[src/rtl/rs_pkg.sv]
`default_nettype none
// ============================================================================
//  Module      : rs_pkg
//  Description : Shared constants, types and helpers for the reservation
//                stations, ROB and LSB. Default widths live here so all
//                blocks agree on tag/opcode/data sizing.
//  Revision    : 1.0  initial release
// ============================================================================
package rs_pkg;

    localparam int c_rs_size_def   = 16;
    localparam int c_rob_tag_w_def = 4;
    localparam int c_op_w_def      = 6;
    localparam int c_data_w_def    = 32;
    localparam int c_num_cdb_def   = 2;

    // Ceilings for the tag matcher; NUM_CDB and ROB_TAG_W must not exceed these.
    localparam int c_cdb_max   = 8;
    localparam int c_tag_max_w = 8;
    localparam int c_cdb_idx_w = 3;

    // Tag value meaning "no dependency / invalid".
    localparam logic [c_tag_max_w-1:0] c_zero_tag = '0;
    localparam logic [c_op_w_def-1:0]  c_op_nop   = '0;

    typedef struct packed {
        logic                   hit;
        logic [c_cdb_idx_w-1:0] idx;
    } cdb_hit_t;

    // Compare one operand tag against every active CDB channel. Channels are
    // scanned from the top down so the lowest matching channel wins.
    function automatic cdb_hit_t cdb_match(
        input logic [c_tag_max_w-1:0]           tag,
        input logic [c_cdb_max*c_tag_max_w-1:0] cdb_tags,
        input int                               num_cdb,
        input int                               tag_w
    );
        cdb_hit_t                r;
        logic [c_tag_max_w-1:0]  t;
        logic [c_tag_max_w-1:0]  mask;
        r    = '0;
        mask = c_tag_max_w'((64'd1 << tag_w) - 64'd1);
        for (int k = c_cdb_max - 1; k >= 0; k--) begin
            t = c_tag_max_w'(cdb_tags >> (k * tag_w)) & mask;
            if (k < num_cdb && tag != c_zero_tag && t == tag) begin
                r.hit = 1'b1;
                r.idx = c_cdb_idx_w'(k);
            end
        end
        return r;
    endfunction

endpackage
`default_nettype wire

[src/rtl/prio_enc_lsb.sv]
`default_nettype none
// ============================================================================
//  Module      : prio_enc_lsb
//  Description : Lowest-set-bit priority encoder with a found flag.
//  Ports       : i_req   request vector
//                o_found any request bit set
//                o_idx   index of the lowest set bit (0 when none)
//  Revision    : 1.0  initial release
// ============================================================================
module prio_enc_lsb #(
    parameter int WIDTH = 16,
    parameter int IDX_W = (WIDTH > 1) ? $clog2(WIDTH) : 1
) (
    input  logic [WIDTH-1:0] i_req,
    output logic             o_found,
    output logic [IDX_W-1:0] o_idx
);

    always_comb begin
        o_found = |i_req;
        o_idx   = '0;
        // Descending scan: the last assignment is the lowest set bit.
        for (int i = WIDTH - 1; i >= 0; i--) begin
            if (i_req[i]) o_idx = IDX_W'(i);
        end
    end

endmodule
`default_nettype wire

[src/rtl/rs_multi_cdb.sv]
`default_nettype none
// ============================================================================
//  Module      : rs_multi_cdb
//  Description : ALU reservation station watching NUM_CDB result buses.
//                Holds decoded ops until both operands resolve, issues the
//                lowest-index ready entry each cycle, bypasses CDB results at
//                insertion, flushes on clear, reports occupancy.
//  Ports       : clk/rst/rdy/clear  control (rst sync active-high, rdy=0 freezes)
//                in_*               insert request and CDB broadcast inputs
//                out_has_free/count occupancy to fetch
//                out_alu_*          registered issue to the ALU
//  Revision    : 1.0  initial release
// ============================================================================
module rs_multi_cdb
    import rs_pkg::*;
#(
    parameter int RS_SIZE   = c_rs_size_def,
    parameter int ROB_TAG_W = c_rob_tag_w_def,
    parameter int OP_W      = c_op_w_def,
    parameter int DATA_W    = c_data_w_def,
    parameter int NUM_CDB   = c_num_cdb_def
) (
    input  logic                          clk,
    input  logic                          rst,
    input  logic                          rdy,
    input  logic                          clear,
    input  logic                          in_valid,
    input  logic [ROB_TAG_W-1:0]          in_rob_tag,
    input  logic [OP_W-1:0]               in_op,
    input  logic [DATA_W-1:0]             in_value1,
    input  logic [DATA_W-1:0]             in_value2,
    input  logic [ROB_TAG_W-1:0]          in_tag1,
    input  logic [ROB_TAG_W-1:0]          in_tag2,
    input  logic [DATA_W-1:0]             in_imm,
    input  logic [DATA_W-1:0]             in_pc,
    input  logic [NUM_CDB*ROB_TAG_W-1:0]  in_cdb_tag,
    input  logic [NUM_CDB*DATA_W-1:0]     in_cdb_value,
    output logic                          out_has_free,
    output logic [$clog2(RS_SIZE+1)-1:0]  out_count,
    output logic                          out_alu_valid,
    output logic [OP_W-1:0]               out_alu_op,
    output logic [DATA_W-1:0]             out_alu_value1,
    output logic [DATA_W-1:0]             out_alu_value2,
    output logic [DATA_W-1:0]             out_alu_imm,
    output logic [ROB_TAG_W-1:0]          out_alu_rob_tag,
    output logic [DATA_W-1:0]             out_alu_pc
);

    localparam int c_cnt_w = $clog2(RS_SIZE + 1);
    localparam int c_idx_w = (RS_SIZE > 1) ? $clog2(RS_SIZE) : 1;
    localparam int c_cdb_w = c_cdb_max * c_tag_max_w;
    localparam logic [OP_W-1:0] c_nop = OP_W'(c_op_nop);

    // Entry storage
    logic [RS_SIZE-1:0]   r_busy;
    logic [OP_W-1:0]      r_op   [RS_SIZE];
    logic [ROB_TAG_W-1:0] r_rob  [RS_SIZE];
    logic [ROB_TAG_W-1:0] r_tag1 [RS_SIZE];
    logic [ROB_TAG_W-1:0] r_tag2 [RS_SIZE];
    logic [DATA_W-1:0]    r_val1 [RS_SIZE];
    logic [DATA_W-1:0]    r_val2 [RS_SIZE];
    logic [DATA_W-1:0]    r_imm  [RS_SIZE];
    logic [DATA_W-1:0]    r_pc   [RS_SIZE];
    logic [c_cnt_w-1:0]   r_count;

    logic [DATA_W-1:0]    w_cdb_val [NUM_CDB];
    logic [c_cdb_w-1:0]   w_cdb_tags;
    logic [RS_SIZE-1:0]   w_ready;
    logic [RS_SIZE-1:0]   w_wake1;
    logic [RS_SIZE-1:0]   w_wake2;
    logic [DATA_W-1:0]    w_wv1 [RS_SIZE];
    logic [DATA_W-1:0]    w_wv2 [RS_SIZE];
    logic [DATA_W-1:0]    w_in_val1;
    logic [DATA_W-1:0]    w_in_val2;
    logic [ROB_TAG_W-1:0] w_in_tag1;
    logic [ROB_TAG_W-1:0] w_in_tag2;
    logic                 w_free_found;
    logic [c_idx_w-1:0]   w_free_idx;
    logic                 w_iss_found;
    logic [c_idx_w-1:0]   w_iss_idx;
    logic                 w_ins;

    generate
        for (genvar k = 0; k < NUM_CDB; k++) begin : g_cdb_unpack
            assign w_cdb_val[k] = in_cdb_value[k*DATA_W +: DATA_W];
        end
    endgenerate

    assign w_cdb_tags = c_cdb_w'(in_cdb_tag);

    // Wakeup matches for stored entries and bypass for the incoming op.
    always_comb begin
        cdb_hit_t h1;
        cdb_hit_t h2;
        for (int i = 0; i < RS_SIZE; i++) begin
            w_ready[i] = r_busy[i] && (r_tag1[i] == '0) && (r_tag2[i] == '0);
            h1 = cdb_match(c_tag_max_w'(r_tag1[i]), w_cdb_tags, NUM_CDB, ROB_TAG_W);
            h2 = cdb_match(c_tag_max_w'(r_tag2[i]), w_cdb_tags, NUM_CDB, ROB_TAG_W);
            w_wake1[i] = h1.hit;
            w_wake2[i] = h2.hit;
            w_wv1[i]   = '0;
            w_wv2[i]   = '0;
            for (int k = 0; k < NUM_CDB; k++) begin
                if (h1.idx == c_cdb_idx_w'(k)) w_wv1[i] = w_cdb_val[k];
                if (h2.idx == c_cdb_idx_w'(k)) w_wv2[i] = w_cdb_val[k];
            end
        end

        h1 = cdb_match(c_tag_max_w'(in_tag1), w_cdb_tags, NUM_CDB, ROB_TAG_W);
        h2 = cdb_match(c_tag_max_w'(in_tag2), w_cdb_tags, NUM_CDB, ROB_TAG_W);
        w_in_val1 = in_value1;
        w_in_val2 = in_value2;
        w_in_tag1 = in_tag1;
        w_in_tag2 = in_tag2;
        for (int k = 0; k < NUM_CDB; k++) begin
            if (h1.hit && h1.idx == c_cdb_idx_w'(k)) begin
                w_in_val1 = w_cdb_val[k];
                w_in_tag1 = '0;
            end
            if (h2.hit && h2.idx == c_cdb_idx_w'(k)) begin
                w_in_val2 = w_cdb_val[k];
                w_in_tag2 = '0;
            end
        end
    end

    prio_enc_lsb #(.WIDTH(RS_SIZE), .IDX_W(c_idx_w)) u_free_sel (
        .i_req   (~r_busy),
        .o_found (w_free_found),
        .o_idx   (w_free_idx)
    );

    prio_enc_lsb #(.WIDTH(RS_SIZE), .IDX_W(c_idx_w)) u_issue_sel (
        .i_req   (w_ready),
        .o_found (w_iss_found),
        .o_idx   (w_iss_idx)
    );

    // Free slot comes from registered busy, so it never aliases the issuing entry.
    assign w_ins        = in_valid && w_free_found;
    assign out_has_free = w_free_found;
    assign out_count    = r_count;

    always_ff @(posedge clk) begin
        if (rst) begin
            r_busy          <= '0;
            r_count         <= '0;
            out_alu_valid   <= 1'b0;
            out_alu_op      <= c_nop;
            out_alu_value1  <= '0;
            out_alu_value2  <= '0;
            out_alu_imm     <= '0;
            out_alu_rob_tag <= '0;
            out_alu_pc      <= '0;
        end else if (clear) begin
            r_busy        <= '0;
            r_count       <= '0;
            out_alu_valid <= 1'b0;
        end else if (!rdy) begin
            out_alu_valid <= 1'b0;
        end else begin
            for (int i = 0; i < RS_SIZE; i++) begin
                if (r_busy[i] && w_wake1[i]) begin
                    r_val1[i] <= w_wv1[i];
                    r_tag1[i] <= '0;
                end
                if (r_busy[i] && w_wake2[i]) begin
                    r_val2[i] <= w_wv2[i];
                    r_tag2[i] <= '0;
                end
            end

            if (w_iss_found) begin
                out_alu_valid     <= 1'b1;
                out_alu_op        <= r_op[w_iss_idx];
                out_alu_value1    <= r_val1[w_iss_idx];
                out_alu_value2    <= r_val2[w_iss_idx];
                out_alu_imm       <= r_imm[w_iss_idx];
                out_alu_rob_tag   <= r_rob[w_iss_idx];
                out_alu_pc        <= r_pc[w_iss_idx];
                r_busy[w_iss_idx] <= 1'b0;
            end else begin
                out_alu_valid <= 1'b0;
                out_alu_op    <= c_nop;
            end

            if (w_ins) begin
                r_busy[w_free_idx] <= 1'b1;
                r_op[w_free_idx]   <= in_op;
                r_rob[w_free_idx]  <= in_rob_tag;
                r_tag1[w_free_idx] <= w_in_tag1;
                r_tag2[w_free_idx] <= w_in_tag2;
                r_val1[w_free_idx] <= w_in_val1;
                r_val2[w_free_idx] <= w_in_val2;
                r_imm[w_free_idx]  <= in_imm;
                r_pc[w_free_idx]   <= in_pc;
            end

            r_count <= r_count + c_cnt_w'(w_ins) - c_cnt_w'(w_iss_found);
        end
    end

endmodule
`default_nettype wire

[config.mk]
export PLATFORM = sky130hd
export DESIGN_NAME = rs_multi_cdb
export DESIGN_NICKNAME = d
export VERILOG_FILES = /design/src/rtl/rs_pkg.sv /design/src/rtl/prio_enc_lsb.sv /design/src/rtl/rs_multi_cdb.sv
export SDC_FILE = /design/constraint.sdc
export NUM_CORES = 2
export LEC_CHECK = 0
export CORE_UTILIZATION = 62
export CTS_BUF_LIST = sky130_fd_sc_hd__clkbuf_4 sky130_fd_sc_hd__clkbuf_8 sky130_fd_sc_hd__clkbuf_16
export CTS_CLUSTER_SIZE = 24
export DETAILED_ROUTE_END_ITERATION = 6
export PLACE_DENSITY = 0.8
export SLEW_MARGIN = 25
export SYNTH_ARGS = -nofsm -noshare
export SYNTH_HDL_FRONTEND = slang
export SYNTH_SLANG_ARGS = --single-unit
[constraint.sdc]
create_clock -name clk -period 8.53 [get_ports clk]
set_input_delay 1.706 -clock clk [delete_from_list [all_inputs] [get_ports clk]]
set_output_delay 1.706 -clock clk [all_outputs]
set_load 0.02 [all_outputs]
==> qor.yml <==
place:
  place_inst: 11900
  io_buffers: 367
  place.gp.congestion: 0.976
  post-dp-hpwl_mm: 243
pwr:
  ir_worst_vdd_uv: 230
  pwr-share-seq: 0.498
  power_density_nw_per_um2: 195
  switching_share: 0.222
  intPower_mw: 21.0
  power_mw: 26.9
  power.switching_mw: 5.97
  p_leak_nw: 50.2
  clkPwrFrac: 0.442
  combPwrFrac: 0.060
cells_and_area:
  syn_to_final_growth_pct: 12.1
  final_net_count: 9767
  mostFrequentLayoutCells: "edfxtp_1 (2,336), mux2i_1 (1,909), nand2_1 (794)"
  final_cells: 12400
  final_common_cell: "edfxtp_1"
  multiInputGateArea_sq_um: 46500
  seq_area_sq_um: 73400
  num-fill-cells: 13200
  drive_above_1_share: 0.130
  utilization: 0.700
hold_path:
  hold_path_class: "reg -> reg"
drt:
  num_vias: 90800
  finalWirelength_mm: 436
  drc_errors: 0
  wl_per_cell_um: 35.2
  antenna_left: 0
  drtPass1Iterations: 7
  via_per_inst: 7.33
  first_iter_violations: 15600
synth:
  synth_area_leader_cell: "edfxtp_1"
  synth_cell_type_count: 70
  synth_fp_nets: 9854
  async_flop_share: 0
  synth.avg_cell_area_sq_um: 12.8
  ys.flop_type: "edfxtp_1"
  yosysWarningCount: 0
  synth_edf_count: 2336
  synthDominantCellAreaShare: 0.569
  synthCells: 9625
  synth.cell_area_sq_um: 123000
  synth_area_leaders: "edfxtp_1 (57%), mux2i_1 (15%), dfxtp_1 (2.6%)"
  ys_seq_area_frac: 0.595
  ys_ff_latch: 2496
timing:
  fin_crit_sh: 0.703
  fmax_ghz: 0.167
  finalHoldViolCount: 0
  finalSetupViolations: 0
  fin_skew_ns: 0.0515
  worst_pin_slew_ns: 1.23
  maxSlewViolCount: 0
  rsz0062_at_grt: "false"
  fin_tns_setup_ns: 0
  slew_headroom: 0.182
  period_minus_slack_ns: 5.99
global_route:
  grt_max_degree: 148
  antenna_found_initial: 23
  grt.overflow.total: 0
  globalRouteTotalUtil: 0.428
  grt_pass1_wl_mm: 616
  grt_pass1_vias: 89800
clock_tree:
  post_cts_buffers: 0
  root_buffer: "clkbuf_16"
  numCtsBuffers: 278
  post_cts_resized: 0
  clock_sinks: 2496
  postCtsHoldBufs: 0
  cts_tree: "done"
  clock_latency_ns: 0.97
  cts_htree_levels: 5
  cts.path.max_buffers: 4
  clkTransAtPathRegs_ns: 0.06
critical_path:
  crit_type: "reg -> reg"
  critPathMaxStageDelay_ns: 0.94
  worst_path_max_delay_cell: "nor4_1"
  required_ns: 9.37
  crit_top_cell: "buf_4"
  critical-path-top-delay-family: "simple AND/OR/NAND/NOR gates"
  arrival_ns: 6.83
  crit_fanout: 60
  cp_num_buf_inv: 2
  start_kind: "flop"
  worstPathCellList: "nor4_1, and4_1, nor2b_1, o211ai_1, nand2_2, o21ai_4, buf_4, buf_4, mux2i_1, o22a_1, a311oi_1"
  cp-end-kind: "flop"
floorplanning:
  dieHeight_um: 448
  dieArea_sq_um: 201000
  start_util: 0.624
  io_pins: 368
  core_sq_um: 197000
  fp-row-count: 163
  die_w_um: 448
run_status:
  outcome: "completed"
run:
  maxCapViolCount: 0
==> cell type report <==
type                            instances  share of cell area
Antenna cell                           15            0.000272
Sequential cell                      2496               0.531
Clock buffer                          381              0.0576
Tap cell                             2640              0.0239
Inverter                               33             0.00131
Timing Repair Buffer                  645              0.0434
Multi-Input combinational cell       6084               0.336
Clock inverter                         96             0.00652
==> through the flow <==
stage	hold slack [ns]	setup WS [ns]	area [sq um]
finish	0.501	2.54	138000
global route	0.526	2.44	138000
CTS	0.503	2.79	138000
detailed placement	0.495	1.85	129000
global placement	0.496	1.91	129000
floorplan	0.510	2.11	123000
==> cell families (layout without fill, tap and decap cells) <==
kind of cell,Yosys count,count (layout),share of synthesized area
DFF,2496,2496,0.595
muxes,2242,2242,0.192
and+or+nand+nor,1896,1896,0.0705
AOI/OAI and AO/OA,1668,1668,0.0879
buffers and inverters,1045,1155,0.0343
xor gates and xnor gates,272,272,0.0193
adders and majority gates,6,6,0.000670
other,0,15,0
==> per-layer routing <==
| metal | part of all wire | global-route usage | routed length (um) |
|---|---|---|---|
| met1 | 0.33 | 0.526 | 144000 |
| met2 | 0.44 | 0.639 | 190000 |
| met3 | 0.15 | 0.135 | 64200 |
| met4 | 0.086 | 0.309 | 37600 |
| met5 | 0.00053 | 0.00505 | 233 |
==> worst paths after layout <==
check	from	to	slack, ns	cells past startpoint
setup / recovery	r_tag1[14][1]	out_alu_imm[22]	2.54	11
hold / removal	out_alu_imm[5]	out_alu_imm[5]	0.50	2
hold reg to reg	out_alu_imm[5]	out_alu_imm[5]	0.50	2
setup reg to reg	r_tag1[14][1]	out_alu_imm[22]	2.54	11
==> worst register-to-register path, cell delays in order (launching register included) <==
cell,delay [ns]
edfxtp_1,0.45
nor4_1,0.94
and4_1,0.36
nor2b_1,0.08
o211ai_1,0.56
nand2_2,0.38
o21ai_4,0.57
buf_4,0.70
buf_4,0.94
mux2i_1,0.39
o22a_1,0.28
a311oi_1,0.26
==> registers in the layout, indices dropped and copies added, names as in the netlist <==
signal,cells
r_busy,16
out_alu_op,6
out_alu_rob_tag,4
r_imm,512
r_tag1,64
out_alu_value2,32
r_pc,512
r_val1,512
out_alu_valid,1
out_alu_imm,32
r_tag2,64
r_op,96
r_val2,512
out_count,5
r_rob,64
out_alu_value1,32
out_alu_pc,32
==> Yosys cell counts, types with 5 or more instances <==
cell type / n
a222oi_1: 19
and3_1: 43
ha_1: 5
nand2_1: 838
a2111o_1: 14
clkbuf_1: 719
o2111ai_1: 7
nor3_1: 41
o22ai_1: 76
nor2_1: 355
o211ai_1: 130
buf_1: 129
o21ai_1: 68
nor2b_1: 221
xnor2_1: 162
o31a_1: 50
buf_2: 126
mux4_2: 76
a21o_1: 18
o221ai_1: 33
inv_1: 33
a22oi_1: 14
nand4_1: 38
mux2_2: 255
a32o_1: 5
o21ai_0: 227
a21oi_1: 497
and2_1: 58
xor2_1: 110
nand2b_1: 6
or4_1: 12
o21bai_1: 25
dfxtp_1: 160
edfxtp_1: 2336
o22a_1: 73
a31oi_1: 56
buf_4: 35
a211oi_1: 255
nand3_1: 149
mux2i_1: 1909
nor4_1: 82
or3_1: 33
a311oi_1: 75
o211a_1: 6
or2_2: 6
==> power groups by stage <==
stage | clock [mW] | combinational [mW] | sequential, mW
floorplan | 0 | 0.917 | 13.7
global placement | 0 | 1.46 | 13.7
detailed placement | 0 | 1.53 | 13.7
CTS | 11.8 | 1.54 | 13.4
global route | 12.3 | 1.67 | 13.4
finish | 11.9 | 1.60 | 13.4
Note: power is estimated with default switching activity, not from simulation.
